### src/rtl/sao_stat_accum.sv
//==============================================================================
// Module      : sao_stat_accum
// Description : Per-CTB SAO edge-offset statistics. Sums diffs and counts pixels
//               for categories 1..4, then drains the four (sum,count) pairs.
// Revision    : 1.0 - initial release
//==============================================================================
`default_nettype none

module sao_stat_accum #(
    parameter int diff_clip_bit = 4,
    parameter int NUM_PIX       = 4,
    parameter int SUM_BIT       = 18,
    parameter int CNT_BIT       = 13
) (
    input  logic                                 clk,
    input  logic                                 rst_n,
    input  logic                                 in_valid,
    output logic                                 in_ready,
    input  logic                                 in_last,
    input  logic [NUM_PIX*(diff_clip_bit+1)-1:0] in_diff,
    input  logic [NUM_PIX*3-1:0]                 in_cat,
    output logic                                 out_valid,
    input  logic                                 out_ready,
    output logic [2:0]                           out_cat,
    output logic [SUM_BIT-1:0]                   out_sum,
    output logic [CNT_BIT-1:0]                   out_cnt,
    output logic                                 out_last
);

    localparam int c_dw = diff_clip_bit + 1;

    typedef enum logic [1:0] {
        ST_ACC   = 2'd0,
        ST_FLUSH = 2'd1,
        ST_DRAIN = 2'd2
    } state_t;

    state_t                     r_state;
    state_t                     w_state_nxt;
    logic                       r_s1_valid;
    logic [NUM_PIX*c_dw-1:0]    r_s1_diff;
    logic [NUM_PIX*3-1:0]       r_s1_cat;
    logic [SUM_BIT-1:0]         r_sum [4];
    logic [CNT_BIT-1:0]         r_cnt [4];
    logic [1:0]                 r_sel;
    logic [SUM_BIT-1:0]         w_lane_ext [NUM_PIX];
    logic [SUM_BIT-1:0]         w_beat_sum [4];
    logic [CNT_BIT-1:0]         w_beat_cnt [4];
    logic                       w_accept;
    logic                       w_out_fire;
    logic                       w_drain_done;

    for (genvar i = 0; i < NUM_PIX; i++) begin : g_lane
        assign w_lane_ext[i] = {{(SUM_BIT-c_dw){r_s1_diff[i*c_dw+c_dw-1]}},
                                r_s1_diff[i*c_dw +: c_dw]};
    end

    // Per-category contribution of the beat held in S1; cats 0 and 5..7 match nothing.
    always_comb begin
        for (int k = 0; k < 4; k++) begin
            w_beat_sum[k] = '0;
            w_beat_cnt[k] = '0;
            for (int i = 0; i < NUM_PIX; i++) begin
                if (r_s1_cat[i*3 +: 3] == 3'(k + 1)) begin
                    w_beat_sum[k] = w_beat_sum[k] + w_lane_ext[i];
                    w_beat_cnt[k] = w_beat_cnt[k] + CNT_BIT'(1);
                end
            end
        end
    end

    always_comb begin
        w_state_nxt = r_state;
        in_ready    = 1'b0;
        out_valid   = 1'b0;
        case (r_state)
            ST_ACC: begin
                in_ready = 1'b1;
                if (in_valid && in_last) w_state_nxt = ST_FLUSH;
            end
            ST_FLUSH: w_state_nxt = ST_DRAIN;
            ST_DRAIN: begin
                out_valid = 1'b1;
                if (out_ready && (r_sel == 2'd3)) w_state_nxt = ST_ACC;
            end
            default: w_state_nxt = ST_ACC;
        endcase
    end

    assign w_accept     = in_valid & in_ready;
    assign w_out_fire   = out_valid & out_ready;
    assign w_drain_done = w_out_fire & (r_sel == 2'd3);

    assign out_cat  = {1'b0, r_sel} + 3'd1;
    assign out_sum  = r_sum[r_sel];
    assign out_cnt  = r_cnt[r_sel];
    assign out_last = out_valid & (r_sel == 2'd3);

    always_ff @(posedge clk or negedge rst_n) begin
        if (!rst_n) begin
            r_state    <= ST_ACC;
            r_s1_valid <= 1'b0;
            r_s1_diff  <= '0;
            r_s1_cat   <= '0;
            r_sel      <= 2'd0;
        end else begin
            r_state    <= w_state_nxt;
            r_s1_valid <= w_accept;
            if (w_accept) begin
                r_s1_diff <= in_diff;
                r_s1_cat  <= in_cat;
            end
            // Index wraps from 3 back to 0 on the final handshake.
            if (w_out_fire) r_sel <= r_sel + 2'd1;
        end
    end

    always_ff @(posedge clk or negedge rst_n) begin
        if (!rst_n) begin
            for (int k = 0; k < 4; k++) begin
                r_sum[k] <= '0;
                r_cnt[k] <= '0;
            end
        end else if (w_drain_done) begin
            for (int k = 0; k < 4; k++) begin
                r_sum[k] <= '0;
                r_cnt[k] <= '0;
            end
        end else if (r_s1_valid) begin
            for (int k = 0; k < 4; k++) begin
                r_sum[k] <= r_sum[k] + w_beat_sum[k];
                r_cnt[k] <= r_cnt[k] + w_beat_cnt[k];
            end
        end
    end

endmodule

`default_nettype wire
### config.mk
export PLATFORM = sky130hd
export DESIGN_NAME = sao_stat_accum
export DESIGN_NICKNAME = d
export VERILOG_FILES = /design/src/rtl/sao_stat_accum.sv
export SDC_FILE = /design/constraint.sdc
export NUM_CORES = 1
export LEC_CHECK = 0
export BUFFER_PORTS_ARGS = -buffer_cell sky130_fd_sc_hd__buf_2
export CAP_MARGIN = 25
export CORE_MARGIN = 1
export CORE_UTILIZATION = 61
export CTS_CLUSTER_DIAMETER = 30
export DETAILED_ROUTE_END_ITERATION = 7
export PLACE_DENSITY = 0.8
export SLEW_MARGIN = 20
export SYNTH_ARGS = -nofsm -noshare
export SYNTH_HDL_FRONTEND = slang
export SYNTH_SLANG_ARGS = --single-unit
### constraint.sdc
create_clock -name clk -period 9.4 [get_ports clk]
set_input_delay 0.47 -clock clk [delete_from_list [all_inputs] [get_ports clk]]
set_output_delay 0.47 -clock clk [all_outputs]
set_load 0.01 [all_outputs]
# Word level (Yosys, flattened, before mapping)

Index checks and enable logic that the tools add are counted.

Memory bits (read-only): 0
Memories: 0
Latch bits: 0
Output and inout bits: 37
Input port bits: 37
Memory bits (writable): 0
Flip-flop bits (word level): 161
Logic and storage cells: 126

Reduce and logical (&&, ||, !) cells: 5
Eq/ne operators: 21
Multiply operators: 0
Shift operators: 0
Divide/modulo/power cells: 0
Muxes and demuxes: 47
Bitwise gates (word level): 5
Magnitude comparators: 1
Add/subtract/negate cells: 34

Operators with widths:

| kind                                                      | number |
|---|---|
| two-way mux 18 bit                                        | 18 |
| adder 18 bit                                              | 16 |
| two-way mux 13 bit                                        | 14 |
| adder 13 x 1 -> 13 bit (second input constant)            | 12 |
| two-way mux 72 bit                                        | 2 |
| two-way mux 52 bit                                        | 2 |
| adder 13 bit                                              | 4 |
| binary-select mux 18 bit (select 2 bit)                   | 1 |
| binary-select mux 13 bit (select 2 bit)                   | 1 |
| equality test 3 x 2 -> 1 bit (second input constant)      | 8 |
| equality test 3 x 1 -> 1 bit (second input constant)      | 4 |
| equality test 3 bit (second input constant)               | 4 |
| two-way mux 1 bit                                         | 6 |
| one-hot mux 2 bit (3 select lines)                        | 1 |
| bitwise AND 1 bit                                         | 4 |
| equality test 2 bit (second input constant)               | 2 |
| two-way mux 2 bit                                         | 2 |
| inequality test 2 bit (second input constant)             | 2 |
| adder 2 x 1 -> 3 bit (second input constant)              | 1 |
| greater-or-equal comparator 3 bit (second input constant) | 1 |
| NOT 2 -> 3 bit                                            | 1 |
| adder 2 x 1 -> 2 bit (second input constant)              | 1 |
| equality test 2 x 1 -> 1 bit (second input constant)      | 1 |
| logical AND 1 bit                                         | 2 |
| other kinds (3)                                           | 3 |

# Longest topological paths before layout

Depth in word-level cells: 11
Depth in mapped cells: 42

# Worst setup path before layout

OpenSTA, ideal clock, no wires.

Kind: flip-flop to flip-flop
Start: register r_s1_cat[1]
End: register r_sum[17] (netlist bit)
Data required time: 9.264 ns
Path slack: 1.984 ns
Data arrival time: 7.279 ns
Library setup time: 0.136 ns
Cell stages (with the launch flop): 36
Clock period less this slack: 7.416 ns
Cells stage by stage: dfrtp_1 -> nor2_1 -> and3_1 -> ha_1 -> inv_1 -> fa_1 -> o21ai_0 -> a21oi_1 -> o22ai_1 -> fa_1 -> inv_1 -> fa_1 -> o21ai_0 -> ha_1 -> clkbuf_1 -> a21o_1 -> a211oi_1 -> xor2_1 -> o21ai_0 -> ha_1 -> and3_1 -> and3_1 -> a21oi_1 -> a21oi_1 -> xor2_1 -> mux2_2 -> ha_1 -> or4_1 -> o211ai_1 -> a21oi_1 -> o41ai_1 -> xnor2_1 -> xnor2_1 -> xnor2_1 -> a21o_1 -> a21oi_1

Longest elaborated chain between the ends: 11

Ends and longest elaborated chain:

| what                           | line | source |
|---|---|---|
| start: declaration             | 42   | `logic [NUM_PIX*3-1:0] r_s1_cat;` |
| start signal: assignment       | 111  | `r_s1_cat <= in_cat;` |
| equality test 3 bit (*)        | 64   | `if (r_s1_cat[i*3 +: 3] == 3'(k + 1)) begin` |
| two-way mux 18 bit (*)         | 64   |  |
| adder 18 bit                   | 65   | `w_beat_sum[k] = w_beat_sum[k] + w_lane_ext[i];` |
| two-way mux 18 bit (*)         | 64   |  |
| adder 18 bit                   | 65   |  |
| two-way mux 18 bit (*)         | 64   |  |
| adder 18 bit                   | 65   |  |
| two-way mux 18 bit (*)         | 64   |  |
| adder 18 bit (*)               | 131  | `r_sum[k] <= r_sum[k] + w_beat_sum[k];` |
| two-way mux 72 bit (*)         | 129  | `end else if (r_s1_valid) begin` |
| two-way mux 72 bit (*)         | 124  | `end else if (w_drain_done) begin` |
| end signal: indexed assignment | 131  |  |
| end: declaration               | 43   | `logic [SUM_BIT-1:0] r_sum [4];` |

Mark *: on every way between the ends. The rest lies on a longest branch, timed or not. The select of a mux whose other input is x is not followed.
A chain may end at the register's enable or synchronous reset.

# Worst setup path in the final report

Start: register r_s1_cat[1]
End: register r_sum[71] (netlist bit)

Longest elaborated chain between the ends: 11

Ends and longest elaborated chain:

| what                             | line |
|---|---|
| equality test 3 x 1 -> 1 bit (*) | 64 |
| two-way mux 18 bit (*)           | 64 |
| adder 18 bit                     | 65 |
| two-way mux 18 bit (*)           | 64 |
| adder 18 bit                     | 65 |
| two-way mux 18 bit (*)           | 64 |
| adder 18 bit                     | 65 |
| two-way mux 18 bit (*)           | 64 |
| adder 18 bit (*)                 | 131 |
| two-way mux 72 bit (*)           | 129 |
| two-way mux 72 bit (*)           | 124 |

Marked as above.

==> report_table.html <==
<table>
<tr><th>Metric</th><th>Value</th></tr>
<tr><th colspan="2">Final layout</th></tr>
<tr><td>Share of post-route cells with drive strength above 1</td><td>0.0984</td></tr>
<tr><td>Fill cell instance count of the final layout</td><td>2751</td></tr>
<tr><td>Total inserted antenna cells</td><td>0</td></tr>
<tr><td>Nets</td><td>2893</td></tr>
<tr><td>Footprint of the multi-input gates</td><td>15900 um2</td></tr>
<tr><td>Storage element area</td><td>4040 um2</td></tr>
<tr><td>Synthesis-to-layout area growth</td><td>6.71%</td></tr>
<tr><th colspan="2">Yosys</th></tr>
<tr><td>Number of synthesized flops with an enable pin</td><td>0</td></tr>
<tr><td>Number of warnings issued by yosys</td><td>0</td></tr>
<tr><td>Library cells used by synthesis</td><td>79</td></tr>
<tr><td>Asr flop ratio synth</td><td>1.00</td></tr>
<tr><td>Synthesized area per cell</td><td>8.18 um2</td></tr>
<tr><td>Fraction of the yosys area taken by sequential cells</td><td>0.194</td></tr>
<tr><td>Top-area cell type share of the netlist area</td><td>0.194</td></tr>
<tr><td>Most frequent cells after synthesis</td><td>sky130_fd_sc_hd__nor2_1, sky130_fd_sc_hd__ha_1, sky130_fd_sc_hd__a21oi_1, sky130_fd_sc_hd__nand2_1, sky130_fd_sc_hd__o21ai_0</td></tr>
<tr><td>Top-count cell post-synth</td><td>sky130_fd_sc_hd__nor2_1</td></tr>
<tr><td>Cell types occupying the most area after synthesis</td><td>sky130_fd_sc_hd__dfrtp_1, sky130_fd_sc_hd__ha_1, sky130_fd_sc_hd__a21oi_1</td></tr>
<tr><td>Most used flip-flop cell after synthesis</td><td>sky130_fd_sc_hd__dfrtp_1</td></tr>
<tr><td>Most area-hungry cell type in the Yosys netlist</td><td>sky130_fd_sc_hd__dfrtp_1</td></tr>
<tr><td>Synthesized flop and latch total</td><td>161</td></tr>
<tr><td>Post-synthesis instance area</td><td>20700 um2</td></tr>
<tr><td>Gate Count Post-Synth</td><td>2534</td></tr>
<tr><th colspan="2">Clock network</th></tr>
<tr><td>Maximum count of clock buffers along a single path</td><td>2</td></tr>
<tr><td>Cell chosen for the clock root</td><td>sky130_fd_sc_hd__clkbuf_16</td></tr>
<tr><td>CTS clock-pin slew for the worst setup and hold paths</td><td>0.09 ns</td></tr>
<tr><td>Clock tree from TritonCTS</td><td>built</td></tr>
<tr><td>Number of post-CTS setup repair buffers</td><td>0</td></tr>
<tr><td>Clock latency reported for the late side of the worst-skew pair</td><td>0.48 ns</td></tr>
<tr><td>Level count of the clock H-tree</td><td>4</td></tr>
<tr><td>Number of buffers created by CTS</td><td>17</td></tr>
<tr><td>Number of sinks on the clock net</td><td>161</td></tr>
<tr><th colspan="2">Setup path</th></tr>
<tr><td>Sort of element at the end of the critical path</td><td>flip-flop</td></tr>
<tr><td>Worst path slowest cell</td><td>sky130_fd_sc_hd__nor3b_4</td></tr>
<tr><td>Crit Path Class</td><td>flip-flop to flip-flop</td></tr>
<tr><td>Largest fanout on the critical path</td><td>10</td></tr>
<tr><td>Startpoint types</td><td>flip-flop</td></tr>
<tr><td>Crit path largest cell delay</td><td>0.48 ns</td></tr>
<tr><td>Most Frequent Cell on Critical Path</td><td>sky130_fd_sc_hd__o21ai_0</td></tr>
<tr><td>Data arrival time of the critical path</td><td>9.08 ns</td></tr>
<tr><td>Worst path required time</td><td>9.73 ns</td></tr>
<tr><th colspan="2">Floorplanning</th></tr>
<tr><td>Die area</td><td>34700 um2</td></tr>
<tr><td>Standard-cell rows</td><td>67</td></tr>
<tr><td>Placeable core region</td><td>33400 um2</td></tr>
<tr><td>Number of ports placed on the die boundary</td><td>74</td></tr>
<tr><td>X dimension of the die</td><td>186 um</td></tr>
<tr><td>Die height</td><td>186 um</td></tr>
<tr><td>Initial cell density of the core</td><td>0.619</td></tr>
<tr><th colspan="2">Timing</th></tr>
<tr><td>Fin crit period</td><td>8.75 ns</td></tr>
<tr><td>Fin crit share</td><td>0.931</td></tr>
<tr><td>Final setup violation count</td><td>0</td></tr>
<tr><td>Final total negative setup slack</td><td>0 ns</td></tr>
<tr><td>Number of hold violations in the final report</td><td>0</td></tr>
<tr><td>Post-Route Skew</td><td>0.0245 ns</td></tr>
<tr><td>Worst slew margin</td><td>0.333</td></tr>
<tr><td>Slew Viols, Final</td><td>0</td></tr>
<tr><td>Maximum frequency from static timing analysis</td><td>114 MHz</td></tr>
<tr><td>Unrepaired setup endpoints after global routing</td><td>no</td></tr>
<tr><td>Transition at the pin with the smallest max-transition slack</td><td>1.00 ns</td></tr>
<tr><th colspan="2">Global routing</th></tr>
<tr><td>First-pass GRT wire length</td><td>95.2 mm</td></tr>
<tr><td>Pin count of the biggest net entering global routing</td><td>70</td></tr>
<tr><td>GR Overflow Total</td><td>0</td></tr>
<tr><td>Overall global routing resource usage</td><td>0.351</td></tr>
<tr><td>Vias in the first global route</td><td>18600</td></tr>
<tr><td>Initial antenna violation count</td><td>0</td></tr>
<tr><th colspan="2">Route</th></tr>
<tr><td>Count of unresolved DRC violations after routing</td><td>0</td></tr>
<tr><td>Number of vias per cell</td><td>6.38</td></tr>
<tr><td>Count of nets left with antenna violations after detail routing</td><td>0</td></tr>
<tr><td>Iteration count of the initial detailed-routing pass</td><td>7</td></tr>
<tr><td>Average wire per cell in the routed design</td><td>19.7 um</td></tr>
<tr><td>Number of vias in the routed layout</td><td>19300</td></tr>
<tr><td>Routed WL</td><td>59.5 mm</td></tr>
<tr><td>Number of design-rule violations left by the first detailed-router iteration</td><td>1377</td></tr>
<tr><th colspan="2">Place</th></tr>
<tr><td>RePlAce Congestion</td><td>0.997</td></tr>
<tr><td>Number of port buffers</td><td>73</td></tr>
<tr><td>HPWL after detailed placement</td><td>45.3 mm</td></tr>
<tr><th colspan="2">Status</th></tr>
<tr><td>Run status</td><td>finished clean</td></tr>
<tr><th colspan="2">Job</th></tr>
<tr><td>Number of violations of the max-capacitance limit</td><td>0</td></tr>
<tr><th colspan="2">Min path</th></tr>
<tr><td>Type of the worst min-delay path</td><td>primary input to flip-flop</td></tr>
</table>
==> registers in the layout (all words and copies together), names as in the netlist <==
| name | flops |
|---|---|
| r_s1_diff | 20 |
| r_state | 2 |
| r_s1_valid | 1 |
| r_sel | 2 |
| r_sum | 72 |
| r_cnt | 52 |
| r_s1_cat | 12 |
==> metal layers <==
layer  track usage  routed length (um)  vias up
met3        0.0563                4340      173
met5             0                   0        -
met4         0.198                3360        0
li1              -                   -     9087
met2         0.578               27800      742
met1         0.439               24000     9252
==> cell usage in the layout, fill, tap and decap left out, types with 7 or more instances in the layout <==
cell / Yosys / final
sky130_fd_sc_hd__clkbuf_16: 0 / 17
sky130_fd_sc_hd__mux2i_1: 57 / 57
sky130_fd_sc_hd__nand2b_1: 28 / 28
sky130_fd_sc_hd__nor2_1: 288 / 288
sky130_fd_sc_hd__xor2_1: 89 / 89
sky130_fd_sc_hd__a21boi_0: 14 / 14
sky130_fd_sc_hd__o21ai_0: 189 / 189
sky130_fd_sc_hd__buf_2: 1 / 72
sky130_fd_sc_hd__o21bai_1: 19 / 19
sky130_fd_sc_hd__o211ai_1: 16 / 16
sky130_fd_sc_hd__xnor2_1: 117 / 117
sky130_fd_sc_hd__nor3b_1: 13 / 9
sky130_fd_sc_hd__buf_4: 1 / 16
sky130_fd_sc_hd__nand2_1: 205 / 205
sky130_fd_sc_hd__a21o_1: 60 / 60
sky130_fd_sc_hd__a211o_1: 8 / 8
sky130_fd_sc_hd__dfrtp_1: 161 / 156
sky130_fd_sc_hd__o22ai_1: 12 / 12
sky130_fd_sc_hd__fa_1: 44 / 44
sky130_fd_sc_hd__nand3_1: 40 / 40
sky130_fd_sc_hd__and3_1: 35 / 34
sky130_fd_sc_hd__nor3_1: 49 / 49
sky130_fd_sc_hd__nand4_1: 7 / 7
sky130_fd_sc_hd__nor2b_1: 49 / 49
sky130_fd_sc_hd__and2_1: 19 / 18
sky130_fd_sc_hd__o21a_1: 28 / 28
sky130_fd_sc_hd__a21oi_1: 240 / 239
sky130_fd_sc_hd__mux4_2: 31 / 31
sky130_fd_sc_hd__o21ai_1: 12 / 12
sky130_fd_sc_hd__ha_1: 255 / 255
sky130_fd_sc_hd__o31ai_1: 10 / 10
sky130_fd_sc_hd__a211oi_1: 37 / 37
sky130_fd_sc_hd__mux2_2: 65 / 65
sky130_fd_sc_hd__or3_1: 29 / 29
sky130_fd_sc_hd__inv_1: 125 / 125
sky130_fd_sc_hd__a31oi_1: 10 / 10
==> final timing paths <==
path,start,end,slack [ns],depth (start not counted)
worst max-delay path,r_s1_cat[1],r_sum[71],0.65,38
worst min-delay path,in_diff[2],r_s1_diff[2],0.19,3
worst max register to register,r_s1_cat[1],r_sum[71],0.65,38
worst min register to register,r_state[1],r_state[1],0.51,1
max in group asynchronous,rst_n,r_sum[14],6.89,4
min in group asynchronous,rst_n,r_s1_cat[5],0.44,2
==> repair_timing <==
action,in CTS,in global routing
gates resized for setup,0,1
hold endpoints to repair,32,0
hold buffers,1,0
setup endpoints to repair,0,1
==> final cells by class <==
class	instances	share of cell area
sequential	161	0.183
clock buffer	17	0.0192
clock inverter	15	0.00866
timing repair buffer	90	0.0227
multi-input combinational	2161	0.720
tap	448	0.0254
inverter	126	0.0214
==> through the flow <==
step	setup slack, ns	area (um2)	utilization	std cells	hold slack [ns]
2_1_floorplan	1.98	20700	-	2537	0.174
3_3_place_gp	1.08	21500	0.642	2985	0.376
3_5_place_dp	0.832	21500	0.642	2985	0.382
4_1_cts	0.716	22100	0.661	3018	0.185
5_1_grt	0.0519	22100	0.661	3018	0.216
6_report	0.653	22100	0.661	3018	0.188
==> worst max-delay path: cells and delay by family (launching register included) <==
family / cells / cell delay (ns)
xor gates and xnor gates: 4 / 0.53
and+or+nand+nor: 9 / 1.78
adders and majority gates: 6 / 1.92
buffers and inverters: 1 / 0.11
muxes: 1 / 0.26
DFF: 1 / 0.47
AOI/OAI and AO/OA: 17 / 3.56
==> cells by family after synthesis <==
group                    count (synthesis)  synth area share
AO/OA/AOI/OAI                          700             0.203
XOR/XNOR                               207            0.0884
adder cells (fa/ha/maj)                300             0.197
buffers and inverters                  215            0.0392
flip-flops                             161             0.194
multiplexers                           153            0.0966
other                                    1          0.000181
AND/OR/NAND/NOR                        797             0.181
Power is left out: the tool's default activity adds up to more than one toggle a clock period on the data nets, which glitch-free logic cannot reach.
